$ cat src/rtl/mem_rd_credit_gate_if.sv
// mem_rd_credit_gate_if
//   Read-request channel from the credit gate to the TX TLP builder.
//   master : the gate (drives valid/addr/len/tag/src, samples ready)
//   slave  : the TX builder (samples the request, drives ready)
//   o_TxRdValid   request valid
//   i_TxRdReady   TX accepts when valid & ready
//   o64_TxRdAddr  byte address of the granted read
//   o10_TxRdLen   length in DW (0 = 1024 DW)
//   o5_TxRdTag    tag, increments mod 32 per accepted read
//   o3_TxRdSrc    index of the granted requestor
interface mem_rd_credit_gate_if;
  logic        o_TxRdValid;
  logic        i_TxRdReady;
  logic [63:0] o64_TxRdAddr;
  logic [9:0]  o10_TxRdLen;
  logic [4:0]  o5_TxRdTag;
  logic [2:0]  o3_TxRdSrc;

  modport master (
    output o_TxRdValid, o64_TxRdAddr, o10_TxRdLen, o5_TxRdTag, o3_TxRdSrc,
    input  i_TxRdReady
  );

  modport slave (
    input  o_TxRdValid, o64_TxRdAddr, o10_TxRdLen, o5_TxRdTag, o3_TxRdSrc,
    output i_TxRdReady
  );
endinterface

$ cat src/rtl/mem_rd_credit_gate.sv
// mem_rd_credit_gate
//   Round-robin arbiter for memory-read requests from pREQUESTOR_NUM DMA requestors.
//   Computes the completion header/data credits (CH/CD) of the granted read and only
//   issues it to TX once the downstream credit tracker reports enough credit. After
//   each accepted read a one-cycle submit pulse carries CH/CD to the tracker, followed
//   by two cool-down cycles so the tracker can settle before the next compare.
// Ports
//   i_Clk / i_ARstN          clock, asynchronous active-low reset
//   iv_RdReqValid/Addr/Len   per-requestor request (held until ack)
//   ov_RdReqAck              one-cycle accept pulse, same cycle as the TX handshake
//   txRd                     TX read channel (mem_rd_credit_gate_if.master)
//   ov_MemRdReqSubmit/CH/CD  to tracker: one-hot submit with this read's credits
//   i8_AvailCredCH/CD        from tracker: available credits
//   i8_TotalCredCH/CD        advertised totals (only with MEM_RD_CREDIT_GATE_INFINITE_EN)
// Build option
//   MEM_RD_CREDIT_GATE_INFINITE_EN : a total of 0 means infinite credit for that type.
//
// state | meaning
// IDLE  | wait for any valid, latch round-robin winner
// CALC  | compute CH/CD of the latched request
// CHECK | wait until available credit covers CH and CD (head-of-line)
// ISSUE | TX valid held until ready; ack pulses on handshake
// COOL1 | submit pulse to tracker
// COOL2 | tracker settling
// COOL3 | tracker settling
module mem_rd_credit_gate #(
  parameter int pREQUESTOR_NUM = 2,
  parameter int pRCB_LOG2      = 6
) (
  input  logic                         i_Clk,
  input  logic                         i_ARstN,
  input  logic [pREQUESTOR_NUM-1:0]    iv_RdReqValid,
  input  logic [pREQUESTOR_NUM*64-1:0] iv_RdReqAddr,
  input  logic [pREQUESTOR_NUM*10-1:0] iv_RdReqLen,
  output logic [pREQUESTOR_NUM-1:0]    ov_RdReqAck,
  mem_rd_credit_gate_if.master         txRd,
  output logic [pREQUESTOR_NUM-1:0]    ov_MemRdReqSubmit,
  output logic [pREQUESTOR_NUM*8-1:0]  ov_MemRdReqCH,
  output logic [pREQUESTOR_NUM*12-1:0] ov_MemRdReqCD,
  input  logic [7:0]                   i8_AvailCredCH,
  input  logic [11:0]                  i12_AvailCredCD,
  input  logic [7:0]                   i8_TotalCredCH,
  input  logic [11:0]                  i12_TotalCredCD
);

  localparam logic [12:0] cRcbMask = 13'((1 << pRCB_LOG2) - 1);

  typedef enum logic [2:0] {IDLE, CALC, CHECK, ISSUE, COOL1, COOL2, COOL3} state_t;

  state_t      state;
  logic [2:0]  srcQ;
  logic [2:0]  rrPtr;
  logic [63:0] addrQ;
  logic [9:0]  lenQ;
  logic [4:0]  tagQ;
  logic [7:0]  chQ;
  logic [11:0] cdQ;
  logic        txValidQ;
  logic [pREQUESTOR_NUM-1:0]    submitQ;
  logic [pREQUESTOR_NUM*8-1:0]  subChQ;
  logic [pREQUESTOR_NUM*12-1:0] subCdQ;

  // Round-robin: first pass covers indices above the last grant, second pass wraps.
  logic        winFound;
  logic [2:0]  winIdx;
  logic [63:0] winAddr;
  logic [9:0]  winLen;

  always_comb begin
    winFound = 1'b0;
    winIdx   = '0;
    winAddr  = '0;
    winLen   = '0;
    for (int j = 0; j < pREQUESTOR_NUM; j++) begin
      if (!winFound && iv_RdReqValid[j] && (3'(j) > rrPtr)) begin
        winFound = 1'b1;
        winIdx   = 3'(j);
        winAddr  = iv_RdReqAddr[j*64 +: 64];
        winLen   = iv_RdReqLen[j*10 +: 10];
      end
    end
    for (int j = 0; j < pREQUESTOR_NUM; j++) begin
      if (!winFound && iv_RdReqValid[j] && (3'(j) <= rrPtr)) begin
        winFound = 1'b1;
        winIdx   = 3'(j);
        winAddr  = iv_RdReqAddr[j*64 +: 64];
        winLen   = iv_RdReqLen[j*10 +: 10];
      end
    end
  end

  // 13 bits holds the worst case: 127 + 4096 + 127 for a 128B RCB.
  logic [12:0] bytes;
  logic [12:0] cdSum;
  logic [12:0] chSum;
  logic [12:0] cdCalc;
  logic [12:0] chCalc;

  always_comb begin
    bytes  = (lenQ == 10'd0) ? 13'd4096 : {1'b0, lenQ, 2'b00};
    cdSum  = bytes + 13'd15;
    chSum  = (13'(addrQ[pRCB_LOG2-1:0])) + bytes + cRcbMask;
    cdCalc = cdSum >> 4;
    chCalc = chSum >> pRCB_LOG2;
  end

  logic chOk;
  logic cdOk;
`ifdef MEM_RD_CREDIT_GATE_INFINITE_EN
  assign chOk = (i8_TotalCredCH == 8'd0)   || (chQ <= i8_AvailCredCH);
  assign cdOk = (i12_TotalCredCD == 12'd0) || (cdQ <= i12_AvailCredCD);
`else
  assign chOk = (chQ <= i8_AvailCredCH);
  assign cdOk = (cdQ <= i12_AvailCredCD);
  logic unusedTotals;
  assign unusedTotals = ^{i8_TotalCredCH, i12_TotalCredCD};
`endif

  logic handshake;
  assign handshake = txValidQ && txRd.i_TxRdReady;

  always_comb begin
    ov_RdReqAck = '0;
    for (int j = 0; j < pREQUESTOR_NUM; j++)
      ov_RdReqAck[j] = handshake && (srcQ == 3'(j));
  end

  always_ff @(posedge i_Clk or negedge i_ARstN) begin
    if (!i_ARstN) begin
      state    <= IDLE;
      srcQ     <= '0;
      rrPtr    <= '0;
      addrQ    <= '0;
      lenQ     <= '0;
      tagQ     <= '0;
      chQ      <= '0;
      cdQ      <= '0;
      txValidQ <= 1'b0;
      submitQ  <= '0;
      subChQ   <= '0;
      subCdQ   <= '0;
    end else begin
      case (state)
        IDLE: begin
          if (winFound) begin
            srcQ  <= winIdx;
            addrQ <= winAddr;
            lenQ  <= winLen;
            state <= CALC;
          end
        end
        CALC: begin
          chQ   <= chCalc[7:0];
          cdQ   <= cdCalc[11:0];
          state <= CHECK;
        end
        CHECK: begin
          if (chOk && cdOk) begin
            txValidQ <= 1'b1;
            state    <= ISSUE;
          end
        end
        ISSUE: begin
          if (txRd.i_TxRdReady) begin
            txValidQ <= 1'b0;
            tagQ     <= tagQ + 5'd1;
            rrPtr    <= srcQ;
            for (int j = 0; j < pREQUESTOR_NUM; j++) begin
              submitQ[j]         <= (srcQ == 3'(j));
              subChQ[j*8 +: 8]   <= (srcQ == 3'(j)) ? chQ : 8'd0;
              subCdQ[j*12 +: 12] <= (srcQ == 3'(j)) ? cdQ : 12'd0;
            end
            state <= COOL1;
          end
        end
        COOL1: begin
          submitQ <= '0;
          subChQ  <= '0;
          subCdQ  <= '0;
          state   <= COOL2;
        end
        COOL2:   state <= COOL3;
        COOL3:   state <= IDLE;
        default: state <= IDLE;
      endcase
    end
  end

  assign txRd.o_TxRdValid  = txValidQ;
  assign txRd.o64_TxRdAddr = addrQ;
  assign txRd.o10_TxRdLen  = lenQ;
  assign txRd.o5_TxRdTag   = tagQ;
  assign txRd.o3_TxRdSrc   = srcQ;

  assign ov_MemRdReqSubmit = submitQ;
  assign ov_MemRdReqCH     = subChQ;
  assign ov_MemRdReqCD     = subCdQ;

endmodule

$ cat src/flat_wrapper.sv
// flat-port wrapper written by rule: the top's interface ports become plain ports
module mem_rd_credit_gate_flat 
#(
  parameter int pREQUESTOR_NUM = 2,
  parameter int pRCB_LOG2      = 6
)
  (i_Clk, i_ARstN, iv_RdReqValid, iv_RdReqAddr, iv_RdReqLen, ov_RdReqAck, ov_MemRdReqSubmit, ov_MemRdReqCH, ov_MemRdReqCD, i8_AvailCredCH, i12_AvailCredCD, i8_TotalCredCH, i12_TotalCredCD, txRd_o_TxRdValid, txRd_o64_TxRdAddr, txRd_o10_TxRdLen, txRd_o5_TxRdTag, txRd_o3_TxRdSrc, txRd_i_TxRdReady);
  mem_rd_credit_gate_if txRd_i ();
  input  logic i_Clk;
  input  logic i_ARstN;
  input  logic [pREQUESTOR_NUM-1:0] iv_RdReqValid;
  input  logic [pREQUESTOR_NUM*64-1:0] iv_RdReqAddr;
  input  logic [pREQUESTOR_NUM*10-1:0] iv_RdReqLen;
  output logic [pREQUESTOR_NUM-1:0] ov_RdReqAck;
  output logic [pREQUESTOR_NUM-1:0] ov_MemRdReqSubmit;
  output logic [pREQUESTOR_NUM*8-1:0] ov_MemRdReqCH;
  output logic [pREQUESTOR_NUM*12-1:0] ov_MemRdReqCD;
  input  logic [7:0] i8_AvailCredCH;
  input  logic [11:0] i12_AvailCredCD;
  input  logic [7:0] i8_TotalCredCH;
  input  logic [11:0] i12_TotalCredCD;
  output wire logic [$bits(txRd_i.o_TxRdValid)-1:0] txRd_o_TxRdValid;
  output wire logic [$bits(txRd_i.o64_TxRdAddr)-1:0] txRd_o64_TxRdAddr;
  output wire logic [$bits(txRd_i.o10_TxRdLen)-1:0] txRd_o10_TxRdLen;
  output wire logic [$bits(txRd_i.o5_TxRdTag)-1:0] txRd_o5_TxRdTag;
  output wire logic [$bits(txRd_i.o3_TxRdSrc)-1:0] txRd_o3_TxRdSrc;
  input wire logic [$bits(txRd_i.i_TxRdReady)-1:0] txRd_i_TxRdReady;
  assign txRd_o_TxRdValid = txRd_i.o_TxRdValid;
  assign txRd_o64_TxRdAddr = txRd_i.o64_TxRdAddr;
  assign txRd_o10_TxRdLen = txRd_i.o10_TxRdLen;
  assign txRd_o5_TxRdTag = txRd_i.o5_TxRdTag;
  assign txRd_o3_TxRdSrc = txRd_i.o3_TxRdSrc;
  assign txRd_i.i_TxRdReady = txRd_i_TxRdReady;
  mem_rd_credit_gate #(.pREQUESTOR_NUM(pREQUESTOR_NUM), .pRCB_LOG2(pRCB_LOG2)) u_core (.i_Clk(i_Clk), .i_ARstN(i_ARstN), .iv_RdReqValid(iv_RdReqValid), .iv_RdReqAddr(iv_RdReqAddr), .iv_RdReqLen(iv_RdReqLen), .ov_RdReqAck(ov_RdReqAck), .txRd(txRd_i), .ov_MemRdReqSubmit(ov_MemRdReqSubmit), .ov_MemRdReqCH(ov_MemRdReqCH), .ov_MemRdReqCD(ov_MemRdReqCD), .i8_AvailCredCH(i8_AvailCredCH), .i12_AvailCredCD(i12_AvailCredCD), .i8_TotalCredCH(i8_TotalCredCH), .i12_TotalCredCD(i12_TotalCredCD));
endmodule
$ cat config.mk
export PLATFORM = sky130hd
export DESIGN_NAME = mem_rd_credit_gate_flat
export DESIGN_NICKNAME = d
export VERILOG_FILES = /design/src/rtl/mem_rd_credit_gate_if.sv /design/src/rtl/mem_rd_credit_gate.sv /design/src/flat_wrapper.sv
export SDC_FILE = /design/constraint.sdc
export NUM_CORES = 1
export LEC_CHECK = 0
export CORE_MARGIN = 4
export CORE_UTILIZATION = 41
export CTS_CLUSTER_SIZE = 16
export DETAILED_ROUTE_END_ITERATION = 8
export GPL_TIMING_DRIVEN = 0
export PLACE_DENSITY_LB_ADDON = 0.3
export SETUP_SLACK_MARGIN = 0.15
export SLEW_MARGIN = 25
export SYNTH_ARGS = -nofsm -noshare
export SYNTH_HDL_FRONTEND = slang
export SYNTH_SLANG_ARGS = --single-unit
$ cat constraint.sdc
create_clock -name i_Clk -period 3 [get_ports i_Clk]
set_input_delay 0.9 -clock i_Clk [delete_from_list [all_inputs] [get_ports i_Clk]]
set_output_delay 0.9 -clock i_Clk [all_outputs]
set_load 0.02 [all_outputs]
==> impl_metrics.py <==
metrics = {
    "placement": {
        "placed_cell_area_mm2": 0.00957,
        "place_inst": 1062,
        "portBuffers": 289,
        "place_hpwl_mm": 16.4,
        "gp_congestion": 0.846,
    },
    "final_layout": {
        "area_growth_pct": 59.9,
        "instances_no_fill": 1095,
        "finalInstanceArea_mm2": 0.0102,
        "fillers": 1217,
        "final_core_util": 0.671,
        "fin_nets": 1112,
        "drive_gt1_frac": 0.0905,
    },
    "worst_setup_path": {
        "crit_end": "u_core.state[0]",
        "cp_slowest_stage_delay_ps": 460,
        "crit_top_cell": "o21ai_0",
        "critPathKind": "input port to register",
        "path_cells": "clkdlybuf4s50_1 > inv_1 > ha_1 > a211oi_1 > o22ai_1 > nor3_1 > o21ai_0 > o21ai_0",
        "startpoint_type": "input port",
        "r2r_start": "u_core.txRd.o10_TxRdLen[3]",
        "endpoint_kind": "register",
        "r2r-end": "u_core.chQ[1]",
        "arrival_ps": 2870,
        "reg2regPathDepth": 10,
        "cp_max_fo": 2,
        "timing.critical_path.from": "i8_AvailCredCH[5]",
        "crit_path_top_delay_cell": "clkdlybuf4s50_1",
        "reg2reg_slack_ps": 610,
        "required_ps": 3330,
    },
    "detailed_routing": {
        "drcViolationCount": 0,
        "firstDrtPassIters": 9,
        "ant_nets": 0,
        "via_per_inst": 5.40,
        "wl_per_cell_um": 19.2,
        "vias": 5908,
        "first_iter_violations": 491,
        "postRouteWirelength_mm": 21.0,
    },
    "sta": {
        "max_freq_ghz": 0.395,
        "setup_viol": 0,
        "slew_headroom": 0.644,
        "period_needed_ps": 2530,
        "timing.final.crit_share": 0.845,
        "hold_viol_final": 0,
        "worst_slew_pin_slew_ps": 534,
        "skew_ps": 9.65,
        "holdWs_ps": 407,
        "rsz0062_at_grt": "false",
        "drv_slew": 0,
    },
    "grt": {
        "grt_max_degree": 75,
        "grt_pass1_vias": 5946,
        "grt_overflow": 0,
        "antenna_found_initial": 2,
        "grt_pass1_wl_mm": 32.6,
        "gr-usage-all-layers": 0.237,
    },
    "floorplan": {
        "placementRows": 45,
        "die_x_um": 133,
        "core_mm2": 0.0152,
        "dieArea_mm2": 0.0176,
        "die_y_um": 133,
        "io_pins": 320,
        "start_util": 0.420,
    },
    "synthesis": {
        "synth-main-ff-cell": "dfrtp_1",
        "async_reset_ff_frac": 1.00,
        "syn_avg_cell_area_um2": 11.1,
        "syn-instance-count": 575,
        "syn_area_mm2": 0.00638,
        "yosysUniqueCellTypes": 46,
        "ys_seq_area_frac": 0.530,
        "synth_edf_count": 0,
        "ys_seq_elements": 135,
        "ys_warn_count": 0,
    },
    "run_status": {
        "status": "completed",
    },
    "clock_tree": {
        "cts_made_buffers": 17,
        "cts_htree_levels": 4,
        "clkSlewWorstSetupHoldPaths_ps": 60,
        "insertion_delay_ps": 420,
        "tritoncts": "done",
        "post_cts_buffers": 0,
        "cts.path.max_buffers": 2,
        "cts_root_buf": "clkbuf_16",
        "cts.sinks": 135,
    },
    "pwr": {
        "combPwrFrac": 0.502,
        "pwr-share-clk": 0.196,
        "internal_power_uw": 6700,
        "seqPwrFrac": 0.302,
        "swShare": 0.392,
        "pwr_density_cell_mw_per_mm2": 1080,
        "p_switching_uw": 4320,
        "p_leak_uw": 0.00486,
        "power_uw": 11000,
        "peakVddDrop_mv": 0.600,
    },
    "hold_path": {
        "hold_class": "input port to asynchronous set/reset pin",
    },
    "run": {
        "drv_cap": 0,
    },
}
[what timing repair did]
action / 4_1_cts / 5_1_grt
hold buffers: 0 / 0
gates resized for setup: 6 / 1
endpoints found under the setup margin: 2 / 2
[cells in the final DEF, fill, tap and decap left out, types with 4 or more instances in the layout]
cell type        count
clkdlybuf4s50_1    285
a21o_1               8
dfrtp_1            135
nand3_1              6
ha_1                26
nand2_1             28
and3_1               5
clkbuf_1            14
buf_2               19
conb_1              10
a21oi_1              5
nand4_1              5
xor2_1               9
xnor2_1              6
clkbuf_16           17
inv_1              108
nor3_1               6
buf_6                7
a22o_1              32
nor2_1               7
buf_4               12
a222oi_1            74
o211ai_1             4
o21ai_0              8
o21ai_1             14
[layout make-up]
cell class / count / area (um2) / area share
clock inverters: 11 / 146 / 0.0144
repair buffers: 290 / 2930 / 0.287
clock buffers: 21 / 470 / 0.0461
inverters: 108 / 405 / 0.0397
diodes: 1 / 2.50 / 0.000245
well taps: 188 / 235 / 0.0231
multi-input cells: 288 / 2280 / 0.223
flip-flops and latches: 135 / 3380 / 0.331
plain buffers: 53 / 353 / 0.0346
[worst max-delay path, delay by kind of cell]
family / cells / cell delay [ps]
buffers and inverters: 2 / 510
adder cells (fa/ha/maj): 1 / 300
AO/OA/AOI/OAI: 4 / 780
AND/OR/NAND/NOR: 1 / 370
[cell families (layout without fill, tap and decap cells)]
kind of cell    after synthesis  in the layout  synth area share
simple gates                 75             75            0.0620
buf+inv                     161            483             0.119
flops                       135            135             0.530
fa+ha+maj                    26             26            0.0510
other cells                   1             11          0.000588
xor+xnor                     15             15            0.0206
compound gates              162            162             0.217
[per-stage QoR]
stage,setup TNS (ps),worst slack (ps)
detailed placement,-386,-197
global route,0,277
floorplan,0,689
finish,0,465
CTS,0,156
global placement,-596020,-4430
[flip-flops by register name, summed over array words and instances, names as in the netlist]
signal and count:
u_core.txRd.o10_TxRdLen 10, u_core.ov_MemRdReqCH 14, u_core.rrPtr 1, u_core.txRd.o_TxRdValid 1
u_core.cdQ 9, u_core.state 3, u_core.ov_MemRdReqSubmit 2, u_core.txRd.o64_TxRdAddr 64
u_core.chQ 7, u_core.txRd.o5_TxRdTag 5, u_core.txRd.o3_TxRdSrc 1, u_core.ov_MemRdReqCD 18
[how the worst min path moves through the flow]
stage,end,cells past startpoint
4_1_cts,u_core.txRd.o5_TxRdTag[3],1
3_3_place_gp,u_core.txRd.o5_TxRdTag[4],1
3_5_place_dp,u_core.txRd.o5_TxRdTag[4],1
5_1_grt,u_core.txRd.o5_TxRdTag[3],1
2_1_floorplan,u_core.rrPtr[0],1
6_report,u_core.txRd.o5_TxRdTag[3],1
[Yosys cell counts (6+ instances only)]
cell | number | area (um2)
dfrtp_1 | 135 | 3380
inv_1 | 108 | 405
a222oi_1 | 74 | 741
a22o_1 | 32 | 280
nand2_1 | 28 | 105
ha_1 | 26 | 325
buf_2 | 19 | 95.1
o21ai_1 | 14 | 70.1
clkbuf_1 | 13 | 48.8
buf_4 | 12 | 90.1
xor2_1 | 9 | 78.8
a21o_1 | 8 | 60.1
o21ai_0 | 8 | 40.0
buf_6 | 7 | 78.8
nor2_1 | 7 | 26.3
nand3_1 | 6 | 30.0
nor3_1 | 6 | 30.0
xnor2_1 | 6 | 52.6
[layer usage]
layer / vias to the layer above / share of wire / GRT usage
met5: - / 0.00090 / 0
met4: 2 / 0.034 / 0.106
met3: 42 / 0.090 / 0.0890
met2: 278 / 0.50 / 0.407
met1: 2850 / 0.38 / 0.261
li1: 2736 / - / -
[power groups by stage]
stage / Clock [uW] / Combinational, uW / Sequential, uW
3_5_place_dp: 0 / 5550 / 3340
3_3_place_gp: 0 / 5430 / 3320
4_1_cts: 2190 / 5570 / 3320
2_1_floorplan: 0 / 2330 / 4050
5_1_grt: 2270 / 5960 / 3440
6_report: 2160 / 5530 / 3330
No activity file was read; power rests on OpenSTA's default activity.
